$ cat config.mk
export PLATFORM = sky130hd
export DESIGN_NAME = ps2_key_note
export DESIGN_NICKNAME = d
export VERILOG_FILES = /design/src/rtl/ps2_key_note_pkg.sv /design/src/rtl/ps2_scan_ascii.sv /design/src/rtl/ps2_key_note.sv
export SDC_FILE = /design/constraint.sdc
export NUM_CORES = 1
export LEC_CHECK = 0
export BUFFER_PORTS_ARGS = -buffer_cell sky130_fd_sc_hd__buf_2
export CORE_ASPECT_RATIO = 0.5
export CORE_MARGIN = 2
export CORE_UTILIZATION = 66
export CTS_BUF_LIST = sky130_fd_sc_hd__clkbuf_8 sky130_fd_sc_hd__clkbuf_16
export DETAILED_ROUTE_END_ITERATION = 8
export GPL_ROUTABILITY_DRIVEN = 0
export PLACE_DENSITY = 0.93
export REMOVE_ABC_BUFFERS = 1
export SETUP_SLACK_MARGIN = 0.5
export SLEW_MARGIN = 20
export SYNTH_ARGS = -nofsm -noshare
export SYNTH_HDL_FRONTEND = slang
export SYNTH_SLANG_ARGS = --single-unit
$ cat constraint.sdc
create_clock -name clk -period 6.9 [get_ports clk]
set_input_delay 1.035 -clock clk [delete_from_list [all_inputs] [get_ports clk]]
set_output_delay 1.035 -clock clk [all_outputs]
set_load 0.02 [all_outputs]
$ cat src/rtl/ps2_key_note_pkg.sv
// Shared constants and helpers for the PS/2 receiver and key tracker.
package ps2_key_note_pkg;

  localparam logic [7:0]  PS2_BREAK  = 8'hF0;
  localparam logic [7:0]  PS2_EXT    = 8'hE0;
  localparam int unsigned FRAME_BITS = 11;
  localparam int unsigned CNT_W      = 4;

  localparam logic [0:0] ST_IDLE = 1'b0;
  localparam logic [0:0] ST_RECV = 1'b1;

  // Odd parity over data+parity and a high stop bit make a good frame.
  function automatic logic frame_ok(input logic [7:0] data, input logic parity,
                                    input logic stop);
    return (^{data, parity}) & stop;
  endfunction

endpackage

$ cat src/rtl/ps2_scan_ascii.sv
// Set-2 make code to ASCII lookup: a-z, 0-9 and space; everything else maps to 0.
module ps2_scan_ascii (
  input  logic [7:0] scan_i,
  output logic [7:0] ascii_c
);

  always_comb begin
    ascii_c = 8'h00;
    case (scan_i)
      8'h1C: ascii_c = 8'h61;  8'h32: ascii_c = 8'h62;  8'h21: ascii_c = 8'h63;
      8'h23: ascii_c = 8'h64;  8'h24: ascii_c = 8'h65;  8'h2B: ascii_c = 8'h66;
      8'h34: ascii_c = 8'h67;  8'h33: ascii_c = 8'h68;  8'h43: ascii_c = 8'h69;
      8'h3B: ascii_c = 8'h6A;  8'h42: ascii_c = 8'h6B;  8'h4B: ascii_c = 8'h6C;
      8'h3A: ascii_c = 8'h6D;  8'h31: ascii_c = 8'h6E;  8'h44: ascii_c = 8'h6F;
      8'h4D: ascii_c = 8'h70;  8'h15: ascii_c = 8'h71;  8'h2D: ascii_c = 8'h72;
      8'h1B: ascii_c = 8'h73;  8'h2C: ascii_c = 8'h74;  8'h3C: ascii_c = 8'h75;
      8'h2A: ascii_c = 8'h76;  8'h1D: ascii_c = 8'h77;  8'h22: ascii_c = 8'h78;
      8'h35: ascii_c = 8'h79;  8'h1A: ascii_c = 8'h7A;
      8'h45: ascii_c = 8'h30;  8'h16: ascii_c = 8'h31;  8'h1E: ascii_c = 8'h32;
      8'h26: ascii_c = 8'h33;  8'h25: ascii_c = 8'h34;  8'h2E: ascii_c = 8'h35;
      8'h36: ascii_c = 8'h36;  8'h3D: ascii_c = 8'h37;  8'h3E: ascii_c = 8'h38;
      8'h46: ascii_c = 8'h39;  8'h29: ascii_c = 8'h20;
      default: ascii_c = 8'h00;
    endcase
  end

endmodule

$ cat src/rtl/ps2_key_note.sv
// PS/2 frame receiver with make/break/extended decoding; presents the held key
// as a set-2 scan code and its ASCII value (0 = nothing held).
module ps2_key_note
  import ps2_key_note_pkg::*;
#(
  parameter int unsigned TIMEOUT_CYCLES = 50000
) (
  input  logic       clk,
  input  logic       reset_n,
  input  logic       ps2_clk,
  input  logic       ps2_data,
  output logic [7:0] ascll,
  output logic [7:0] scan_code,
  output logic       key_down,
  output logic       key_event,
  output logic       frame_err
);

  localparam int unsigned      TMO_W    = $clog2(TIMEOUT_CYCLES) + 1;
  localparam logic [TMO_W-1:0] TMO_LAST = TMO_W'(TIMEOUT_CYCLES - 1);

  logic clk_s1_q, clk_s2_q, clk_prev_q, dat_s1_q, dat_s2_q;
  logic fall_q, bit_q;

  logic [0:0]       state_q, state_d;
  logic [CNT_W-1:0] cnt_q, cnt_d;
  logic [7:0]       shift_q, shift_d;
  logic             par_q, par_d;
  logic [TMO_W-1:0] tmo_q, tmo_d;
  logic [7:0]       byte_q, byte_d;
  logic             byte_rdy_q, byte_rdy_d;
  logic             frame_err_q, frame_err_d;

  logic             brk_q, brk_d, ext_q, ext_d;
  logic [7:0]       scan_q, scan_d, ascll_q, ascll_d;
  logic             key_down_q, key_down_d, key_event_q, key_event_d;
  logic [7:0]       ascii_c;

  // Two-flop synchronizers, then a registered falling-edge strobe with aligned data.
  always_ff @(posedge clk or negedge reset_n) begin
    if (!reset_n) begin
      clk_s1_q   <= 1'b0;
      clk_s2_q   <= 1'b0;
      clk_prev_q <= 1'b0;
      dat_s1_q   <= 1'b0;
      dat_s2_q   <= 1'b0;
      fall_q     <= 1'b0;
      bit_q      <= 1'b0;
    end else begin
      clk_s1_q   <= ps2_clk;
      clk_s2_q   <= clk_s1_q;
      clk_prev_q <= clk_s2_q;
      dat_s1_q   <= ps2_data;
      dat_s2_q   <= dat_s1_q;
      fall_q     <= clk_prev_q & ~clk_s2_q;
      bit_q      <= dat_s2_q;
    end
  end

  always_ff @(posedge clk or negedge reset_n) begin
    if (!reset_n) begin
      state_q     <= ST_IDLE;
      cnt_q       <= '0;
      shift_q     <= '0;
      par_q       <= 1'b0;
      tmo_q       <= '0;
      byte_q      <= '0;
      byte_rdy_q  <= 1'b0;
      frame_err_q <= 1'b0;
    end else begin
      state_q     <= state_d;
      cnt_q       <= cnt_d;
      shift_q     <= shift_d;
      par_q       <= par_d;
      tmo_q       <= tmo_d;
      byte_q      <= byte_d;
      byte_rdy_q  <= byte_rdy_d;
      frame_err_q <= frame_err_d;
    end
  end

  // Frame FSM: start, 8 data bits LSB first, parity, stop; idle timer saturates.
  always_comb begin
    state_d     = state_q;
    cnt_d       = cnt_q;
    shift_d     = shift_q;
    par_d       = par_q;
    byte_d      = byte_q;
    byte_rdy_d  = 1'b0;
    frame_err_d = 1'b0;
    tmo_d       = tmo_q;

    if (fall_q)                 tmo_d = '0;
    else if (tmo_q != TMO_LAST) tmo_d = tmo_q + TMO_W'(1);

    if (state_q == ST_IDLE) begin
      if (fall_q) begin
        if (!bit_q) begin
          state_d = ST_RECV;
          cnt_d   = CNT_W'(1);
        end else begin
          frame_err_d = 1'b1;
        end
      end
    end else begin
      if (fall_q) begin
        if (cnt_q <= CNT_W'(FRAME_BITS - 3)) begin
          shift_d = {bit_q, shift_q[7:1]};
          cnt_d   = cnt_q + CNT_W'(1);
        end else if (cnt_q == CNT_W'(FRAME_BITS - 2)) begin
          par_d = bit_q;
          cnt_d = cnt_q + CNT_W'(1);
        end else begin
          state_d = ST_IDLE;
          cnt_d   = '0;
          if (frame_ok(shift_q, par_q, bit_q)) begin
            byte_rdy_d = 1'b1;
            byte_d     = shift_q;
          end else begin
            frame_err_d = 1'b1;
          end
        end
      end else if (tmo_q == TMO_LAST) begin
        state_d     = ST_IDLE;
        cnt_d       = '0;
        frame_err_d = 1'b1;
      end
    end
  end

  ps2_scan_ascii u_lookup (
    .scan_i  (byte_q),
    .ascii_c (ascii_c)
  );

  always_ff @(posedge clk or negedge reset_n) begin
    if (!reset_n) begin
      brk_q       <= 1'b0;
      ext_q       <= 1'b0;
      scan_q      <= '0;
      ascll_q     <= '0;
      key_down_q  <= 1'b0;
      key_event_q <= 1'b0;
    end else begin
      brk_q       <= brk_d;
      ext_q       <= ext_d;
      scan_q      <= scan_d;
      ascll_q     <= ascll_d;
      key_down_q  <= key_down_d;
      key_event_q <= key_event_d;
    end
  end

  // Key decoder: prefixes set flags; a new mapped make overrides, repeats are dropped.
  always_comb begin
    brk_d       = brk_q;
    ext_d       = ext_q;
    scan_d      = scan_q;
    ascll_d     = ascll_q;
    key_down_d  = key_down_q;
    key_event_d = 1'b0;

    if (byte_rdy_q) begin
      if (byte_q == PS2_BREAK) begin
        brk_d = 1'b1;
      end else if (byte_q == PS2_EXT) begin
        ext_d = 1'b1;
      end else if (ext_q) begin
        ext_d = 1'b0;
        brk_d = 1'b0;
      end else if (brk_q) begin
        brk_d = 1'b0;
        if (key_down_q && (byte_q == scan_q)) begin
          key_down_d  = 1'b0;
          scan_d      = '0;
          ascll_d     = '0;
          key_event_d = 1'b1;
        end
      end else if ((ascii_c != 8'h00) && !(key_down_q && (byte_q == scan_q))) begin
        key_down_d  = 1'b1;
        scan_d      = byte_q;
        ascll_d     = ascii_c;
        key_event_d = 1'b1;
      end
    end
  end

  assign ascll     = ascll_q;
  assign scan_code = scan_q;
  assign key_down  = key_down_q;
  assign key_event = key_event_q;
  assign frame_err = frame_err_q;

endmodule

* Word level (Yosys, flattened, before mapping) *
Memories as Yosys holds them, arrays and structs flattened.
Index checks and enable logic that the tools add are counted.

word-level totals
  flip-flop bits (word level) = 68
  bits in latches = 0
  RAM bits = 0
  memory bits (read-only) = 896
  input bits = 4
  output and inout bits = 19
  word-level logic and storage cells = 106
  memories kept = 1

operators by class
  $add $sub $neg = 2
  multiply operators = 0
  divide/modulo/power cells = 0
  order comparisons = 1
  equality and inequality tests = 9
  shift-type cells = 0
  mux-type cells = 48
  bitwise logic cells = 8
  reductions and logical operators = 16

memory list
  memory            depth  width  read ports  clocked after memory_dff  wr ports  RTL line             source
  (name not given)  128    7      1           0                         0         ps2_scan_ascii.sv:9  case (scan_i)

operators with widths
  kind                     number
  $mux W8                  6
  $mux W17                 2
  $mux W1                  33
  $mux W4                  7
  $add A17 B1 Y17 const B  1
  $eq A17 B16 Y1 const B   1
  $ne A17 B16 Y1 const B   1
  $eq A8 B8 Y1 const B     2
  $reduce_xor A9 Y1        1
  $eq A8 B8 Y1             1
  $reduce_bool A2 Y1       4
  $reduce_bool A8 Y1       1
  $not A1 Y1               6
  $reduce_and A3 Y1        2
  $reduce_and A6 Y1        1
  $reduce_and A5 Y1        1
  $add A4 B1 Y4 const B    1
  $eq A4 B4 Y1 const B     1
  $le A4 B4 Y1 const B     1
  $ne A2 B1 Y1 const B     2
  $reduce_and A2 Y1        2
  $reduce_and A4 Y1        1
  $and A1 B1 Y1            2
  $logic_and A1 B1 Y1      2
  2 further kinds          2

* Logic depth before layout (Yosys ltp) *
Gate-level depths: netlist (run 1).

  depth in word-level cells = 10
  depth in mapped cells = 12
  mapped depth without buffers = 9

* By module *
A second synthesis (run 1) with hierarchy kept.

unflattened totals
  cell total of the unflattened synthesis = 418
  area total of the unflattened synthesis = 4055.1 um2

modules (own cells, without submodules)
  module          times used  cells an instance  area each (um2)  sequential area each (um2)
  ps2_key_note    1           295                3234.4           1701.6
  ps2_scan_ascii  1           123                820.8            0.0

* Worst setup path before layout (run 1) *
No wires, ideal clock.

  kind = reg-to-reg
  from = register byte_q[1]
  to = register scan_q[1], in the netlist scan_code[1]
  library setup time = 0.130 ns
  data arrival time = 2.790 ns
  required time = 6.770 ns
  setup slack = 3.980 ns
  cell stages (with the launch flop) = 13
  buffers on the path = 3
  period minus slack after synthesis = 2.920 ns
  cells stage by stage = dfrtp_1 > buf_2 > inv_1 > ha_1 > nand2_1 > a2111o_1 > a21oi_1 > or4b_1 > and4_4 > a21bo_1 > buf_6 > buf_6 > mux2i_1

between the ends
  word-level cells in the longest chain between the ends = 6
  elaborated cells on any way between the ends = 16
  those cells by class = 4 x eq/ne; 3 x mux; 2 x bitwise; 6 x reduce/logical; 1 x memory

RTL lines
  what                                                           RTL line                                                       source
  start, declared                                                ps2_key_note.sv:30                                             logic [7:0] byte_q, byte_d;
  start signal, assigned                                         ps2_key_note.sv:76                                             byte_q <= byte_d;
  $mem_v2 Z128 W7 / $eq A8 B8 Y1 (equally long branches)         --
  $mux W8 / $logic_and A1 B1 Y1 (equally long branches)          ps2_scan_ascii.sv:9, ps2_key_note.sv:173, ps2_key_note.sv:179
  $reduce_bool A8 Y1 / $logic_not A1 Y1 (equally long branches)  ps2_key_note.sv:179                                            end else if ((ascii_c != 8'h00) && !(key_down_q && (byte_q == scan_q))) begin
  $logic_and A1 B1 Y1                                            ps2_key_note.sv:179
  $reduce_bool A2 Y1 (no source line)                            --
  $reduce_and A6 Y1 (no source line)                             --
  end signal, assigned                                           ps2_key_note.sv:147                                            scan_q <= scan_d;
  end, declared                                                  ps2_key_note.sv:35                                             logic [7:0] scan_q, scan_d, ascll_q, ascll_d;

Parallel ways exist; a longest one is shown, timed or not. The select of a mux whose other input is x is not followed.
A chain may end at the register's enable or synchronous reset.

* Worst setup path in the final report (run 1) *
Ends and elaborated chain as after synthesis.

==> results.md, run 1 <==
* Outcome: finished clean
* R2r setup slk at 3170 ps
* DRT Pass-1 Iters at 6
* WS Path Type: reg -> reg
* Layout Skew at just over 8 ps
* Final hold slack at 348 ps
* Synthesis-to-finish area growth at 9.47%
* Post-CTS setup buffers at 0
* Post_cts resized at 0
* Synth warnings at 0
* Diodes inserted at 0
* Post-Synthesis Cells at 396
* CTS Hold Buffers Added at 0
* Leakage at 1.88 nW
* Worst setup EP type: flop
* RSZ-0062 raised after global routing: false
* Drt via density at 6.70
* Post-Syn Area at 3840 um^2
* WP data required at 7140 ps
* Power Total at 0.00141 W
* FF+latch count, synth at 67
* DR iter-0 viols at 299
* Post-route ant nets at 0
* Placed insts at around 470
* Initial antenna violation count at 0
* Share of cells above drive strength 1 at between 10% and 20%
* Fmax at between 200 and 300 MHz
* # rows at 19
* CTS clk-pin slew, worst paths at 60 ps
* Comb pwr share at 27.8%
* Die footprint at 6490 um^2
* Wire per inst at between 15 and 20 um
* DIE WIDTH at 112 um
* Total track usage at 31.4%
* Total CTS buffers at 9
* Fin. max-slew vios at 0
* Max FO, Critical Path at 15
* Minimum clock period at ~3700 ps
* Routed WL at around 9500 um
* DIE HEIGHT at 58.0 um
* Hold Fails Final Rpt at 0
* Detailed Place HPWL at 5790 um
* Nets@finish at 421
* Final Cycle Share at ~54%
* Clock Latency Late Sink at 330 ps
* Residual DRC count at 0
* Initial Util at 69.1%
* First-pass GRT wire length at 15,800 um
* Sw Ratio at 37.4%
* Peak supply drop at roughly 0.2 mV
* Non-filler cells, final at 484
* CTS root buf: clkbuf_16
* Synth cell types at 59
* Internal at 0.000881 W
* H-tree levels at 3
* CTS tree: done
* Least-Margin Pin Slew at 899 ps
* Cell Pwr Density at 334 nW/um^2
* Core area at 5560 um^2
* Clk sinks at 67
* Crit start category: flop
* Post-synth EDFFs at 0
* Largest net degree at the start of global routing at 68
* Via count at between 3,000 and 4,000
* I/O Pins at 23
* Vias in the first global route at 3,153
* Worst Hold Class: reg -> reg
* Part of the power in registers at 41.3%
* WP data arrival at 3970 ps
* Net Switching at 0.000526 W
* Longest Clk Path Bufs at 2
* Port-buffer cells at 21
* Asr flop ratio synth at between 90% and 100%
* Gr ovfl total at 0
* Most used DFF post-synth: dfrtp_1
* Mean area per synthesized cell at 9.71 um^2
* Final setup vio count at 0
* Max-slew headroom at the worst pin at around 40%
* Sequential-to-total area share from yosys stat at 43.6%
* Clock power frac at between 30% and 40%
* Setup TNS at 0 ps
* Max Cap Viol at 0
==> through the flow <==
| step | instance area [um^2] | setup slack, ps | util, % |
|---|---|---|---|
| 3_3_place_gp | 3930 | 3680 | 70.6 |
| 5_1_grt | 4210 | 2890 | 75.7 |
| 2_1_floorplan | 3720 | 3880 | - |
| 3_5_place_dp | 3930 | 3520 | 70.6 |
| 6_report | 4210 | 3170 | 75.7 |
| 4_1_cts | 4210 | 3440 | 75.7 |
==> metal layers <==
layer / vias up / track usage [%] / wire length, um
met5: - / 0 / 0
met4: 0 / 14.8 / 374
met3: 52 / 7.85 / 852
met2: 233 / 53.4 / 4590
met1: 1514 / 38.9 / 3720
li1: 1446 / - / -
==> power by group through the flow <==
stage                     Clock (W)  Sequential, W  Combinational, W
after global placement            0       0.000566          0.000345
after global routing       0.000455       0.000590          0.000428
after detailed placement          0       0.000576          0.000367
after CTS                  0.000437       0.000573          0.000385
after floorplan                   0       0.000541          0.000293
final                      0.000435       0.000581          0.000391
==> final timing paths <==
path                            startpoint           end  cells after the start
worst max register to register   byte_q[1]  scan_code[1]                      9
worst max-delay path             byte_q[1]  scan_code[1]                      9
worst min register to register    clk_s1_q      clk_s2_q                      0
min in group asynchronous          reset_n      tmo_q[9]                      2
max in group asynchronous          reset_n  scan_code[2]                      2
worst min-delay path              clk_s1_q      clk_s2_q                      0
==> cell families (layout without fill, tap and decap cells) <==
group / after synthesis / in the layout / share of synthesized area [%]
xor gates and xnor gates: 28 / 28 / 6.38
AOI/OAI and AO/OA: 78 / 78 / 13.8
other: 1 / 1 / 0.0975
adders and majority gates: 11 / 11 / 3.58
muxes: 32 / 32 / 8.92
and+or+nand+nor: 141 / 141 / 18.9
DFF: 67 / 67 / 43.6
buffers and inverters: 38 / 53 / 4.69
==> cell type report <==
class | count | area, um^2
Timing Repair Buffer | 22 | 113
Clock buffer | 9 | 225
Clock inverter | 7 | 58.8
Sequential cell | 67 | 1680
Inverter | 15 | 56.3
Tap cell | 73 | 91.3
Fill cell | 318 | 1350
Multi-Input combinational cell | 291 | 1990
==> cell usage after synthesis, types with 3 or more instances <==
| master | instances | area [um^2] |
|---|---|---|
| clkbuf_1 | 11 | 41.3 |
| nor2_1 | 30 | 113 |
| mux2_2 | 18 | 203 |
| xnor2_1 | 14 | 123 |
| ha_1 | 11 | 138 |
| nor4_1 | 5 | 31.3 |
| o21ai_0 | 12 | 60.1 |
| nand2b_1 | 10 | 62.6 |
| buf_6 | 3 | 33.8 |
| and3_1 | 4 | 25.0 |
| o211ai_1 | 5 | 37.5 |
| a21boi_0 | 3 | 22.5 |
| nor2b_1 | 5 | 31.3 |
| a31oi_1 | 7 | 43.8 |
| nor3_1 | 8 | 40.0 |
| inv_1 | 13 | 48.8 |
| a211oi_1 | 5 | 37.5 |
| nand4_1 | 9 | 56.3 |
| buf_2 | 6 | 30.0 |
| nor3b_1 | 4 | 30.0 |
| nand2_1 | 40 | 150 |
| dfrtp_1 | 67 | 1680 |
| a2111oi_0 | 3 | 26.3 |
| a21oi_1 | 21 | 105 |
| nand3_1 | 12 | 60.1 |
| xor2_1 | 14 | 123 |
| mux2i_1 | 14 | 140 |
==> flip-flops by register name, indices dropped and copies added, names as in the netlist, 4 cells and up <==
register   cells
tmo_q         17
scan_code      8
byte_q         8
ascll          7
shift_q        8
cnt_q          4
==> worst max-delay path, cell delays in order (launching register included) <==
cell	delay [ps]
dfrtp_1	630
inv_1	270
ha_1	330
inv_1	130
a21oi_1	90
a2111oi_0	820
or4b_1	270
and4_4	240
a21bo_1	540
mux2i_1	310
==> cells in the final DEF (no fill, tap or decap), drive strengths merged, types with 5 or more instances in the layout <==
cell type | netlist | layout
buf | 12 | 22
mux2 | 18 | 18
clkbuf | 11 | 9
o21ai | 12 | 12
inv | 13 | 16
a211oi | 5 | 5
nor3 | 9 | 9
o211ai | 5 | 5
nand2b | 10 | 10
a21oi | 21 | 21
dfrtp | 67 | 67
nor2b | 5 | 5
ha | 11 | 11
a31oi | 7 | 7
nand2 | 40 | 40
xnor2 | 14 | 14
mux2i | 14 | 14
nor4 | 5 | 5
nor2 | 30 | 30
nand4 | 9 | 9
nand3 | 12 | 12
xor2 | 14 | 14
No activity file was read; power rests on OpenSTA's default activity.
==> inputs of run 2 (changes only) <==
ABC_AREA = 1   (was default)
CORE_UTILIZATION = 55   (was 66)
PLACE_DENSITY = 0.84   (was 0.93)
clock period = 3.2 ns   (was 6.9 ns; I/O delays follow)
==> run 2 against run 1 <==
Clock-buffer cell count up 1; total power rose by 92%; utilization decreased by 11 points; flip-flop and latch count stayed put; combinational power up 72%; clock power is 120% higher; non-clock buffer count up 5; register-to-register slack worse by 2400 ps.
==> results.md, run 2 <==
* Initial antenna violation count at 0 (unchanged)
* CP cell instances: inv_1 -> ha_1 -> nand2_1 -> a21oi_1 -> nand2_1 -> nand2_1 -> nand3_1 -> nand2_1 -> nand2_1 -> nand2_1 -> nor2_2 -> nand2_4 -> nand2_8 -> nand3_1 -> nand2_1
* Share of cells above drive strength 1 at 12.5% (-2.6 points)
* Max FO, Critical Path at 16 (+1)
* Compound-Gate Fraction of Synth Area at 9.97% (-3.8 points)
* Asr flop ratio synth at 100% (unchanged)
* Worst setup EP type: flop
* Dpl cell area at 4020 um^2 (+2.5%)
* # rows at 21 (+2)
* Fmax at 410 MHz (+53%)
* Post-synth EDFFs at 0 (unchanged)
* Largest net degree at the start of global routing at 68 (unchanged)
* Power Total at 0.00271 W (+92%)
* Total CTS buffers at 9 (unchanged)
* Synth cell count leaders: nand2_1, dfrtp_1, nand3_1
* Clk sinks at 67 (unchanged)
* Setup TNS at 0 ps (unchanged)
* Longest Clk Path Bufs at 2 (unchanged)
* Gr ovfl total at 0 (unchanged)
* DIE WIDTH at 123 um (+10%)
* Layout Skew at 5.92 ps (-2.38 ps)
* Simple-Gate Fraction of Synth Area at 32.4% (+13 points)
* Clock Latency Late Sink at 330 ps (about the same)
* CP peak stage delay at 450 ps (-370 ps)
* Synth area leaders: dfrtp_1, nand2_1, nand3_1
* Via count at 3,515 (+8.3%)
* Design area at 4370 um^2 (+3.8%)
* WL met2 at 4320 um (-5.9%)
* WP data arrival at 2650 ps (-1320 ps)
* Max-slew headroom at the worst pin at 45.1% (+5.1 points)
* Least-Margin Pin Slew at 823 ps (-76.0 ps)
* Synth top area share at 43.0% (-0.64 points)
* Main combinational cell family by area after synthesis: simple AND/OR/NAND/NOR gates
* Core area at 6780 um^2 (+22%)
* Most frequent cells in the layout: nand2_1, dfrtp_1, nand3_1
* Minimum clock period at 2440 ps (-1290 ps)
* Final Cycle Share at 76.3% (+22 points)
* Worst Hold Class: in -> reg
* Slowest CP cell: dfrtp_1
* Post-Syn Area at 3900 um^2 (+1.5%)
* Initial Util at 57.6% (-12 points)
* Drt via density at 5.52 (-18%)
* Crit-path most repeated cell: nand2_1
* CTS clk-pin slew, worst paths at 60 ps (about the same)
* I/O Pins at 23 (unchanged)
* Diodes inserted at 0 (unchanged)
* CTS tree: done
* WS Path Type: reg -> reg
* Multiplexer share of the synthesized area at 0% (-8.9 points)
* Delay-heaviest family, CP: simple AND/OR/NAND/NOR gates
* Cell Pwr Density at 620 nW/um^2 (+85%)
* Vias in the first global route at 3,250 (+3.1%)
* Wire per inst at 13.9 um (-29%)
* Final setup vio count at 0 (unchanged)
* Post-Synthesis Cells at 520 (+31%)
* CP bufs+invs at 1 (-1)
* DR iter-0 viols at 443 (+48%)
* Outcome: finished clean
* Hold Fails Final Rpt at 0 (unchanged)
* Yosys top cell by area: dfrtp_1
* Leakage at 2.27 nW (+21%)
* Fraction of synthesized cell area in xor and xnor cells at 2.69% (-3.7 points)
* Max Cap Viol at 0 (unchanged)
* Die footprint at 7830 um^2 (+21%)
* Nets@finish at 555 (+32%)
* Synth cell types at 37 (-37%)
* WP data required at 3410 ps (-3730 ps)
* Sequential-to-total area share from yosys stat at 43.0% (-0.64 points)
* Residual DRC count at 0 (unchanged)
* Met3 Wirelength at 469 um (-45%)
* Total track usage at 24.6% (-6.8 points)
* Mean area per synthesized cell at 7.50 um^2 (-23%)
* CTS root buf: clkbuf_16
* Routed WL at 8850 um (-7.2%)
* Max reg flops at 17 (unchanged)
* Top sig layer: met4
* Largest Register: tmo_q
* Peak supply drop at 0.352 mV (+76%)
* Synthesis-to-finish area growth at 12.0%
* Detailed Place HPWL at 5920 um (+2.1%)
* WL met1 at 3930 um (+5.5%)
* FF+latch count, synth at 67 (unchanged)
* Post-route ant nets at 0 (unchanged)
* Fin. max-slew vios at 0 (unchanged)
* Most used DFF post-synth: dfrtp_1
* Crit start category: flop
* Commonest non-fill, non-tap cell in the layout: nand2_1
* RSZ-0062 raised after global routing: false
* Port-buffer cells at 21 (unchanged)
* Count leader, synth: nand2_1
* First-pass GRT wire length at 15,000 um (-5.1%)
* DIE HEIGHT at 63.6 um (+9.7%)
* Synth warnings at 0 (unchanged)
* DRT Pass-1 Iters at 5 (-1)
* Adder-cell share of the synthesized area at 3.53% (-0.053 points)
* H-tree levels at 3 (unchanged)
==> run 2: cell type report <==
type	instances	area, um^2
flip-flops and latches	67	1680
fillers	547	2410
repair buffers	27	150
clock buffers	10	239
well taps	92	115
clock inverters	6	56.3
multi-input cells	378	1910
inverters	57	218
==> run 2: repair_timing <==
item	CTS	global route
hold buffers	0	0
setup buffers	0	4
gates resized for setup	0	5
endpoints found under the setup margin	0	17
==> run 2: stage by stage <==
stage / util [%] / hold slack [ps] / setup WS [ps] / instances
6_report: 64.5 / 262 / 759 / 637
5_1_grt: 64.5 / 256 / 517 / 637
4_1_cts: 63.7 / 255 / 534 / 633
3_5_place_dp: 59.4 / 335 / 553 / 617
3_3_place_gp: 59.4 / 332 / 639 / 617
2_1_floorplan: - / 184 / 1050 / 502
==> run 2: cell families after synthesis <==
logic type | Yosys count
adders and majority gates | 11
and+or+nand+nor | 281
buffers and inverters | 75
AOI/OAI and AO/OA | 73
xor gates and xnor gates | 12
DFF | 67
other | 1
==> run 2: where the power goes <==
part / total (W) / switching (W) / internal, W
registers: 0.00107 / 0.000112 / 0.000959
clock network: 0.000963 / 0.000346 / 0.000616
logic: 0.000674 / 0.000428 / 0.000246
total: 0.00271 / 0.000886 / 0.00182
==> run 2: final timing paths <==
path,cells after the start,slack (ps),to,startpoint
max,15,760,ascll[5],byte_q[0]
min,1,260,dat_s1_q,ps2_data
max reg2reg,15,760,ascll[5],byte_q[0]
min reg2reg,0,340,dat_s2_q,dat_s1_q
max in group asynchronous,2,2270,byte_q[2],reset_n
min in group asynchronous,2,330,bit_q,reset_n
==> run 2: routing by layer <==
layer	GRT usage [%]	vias to the layer above
met5	0	-
met4	7.24	0
met3	6.70	15
met2	39.5	106
met1	32.6	1663
li1	-	1731
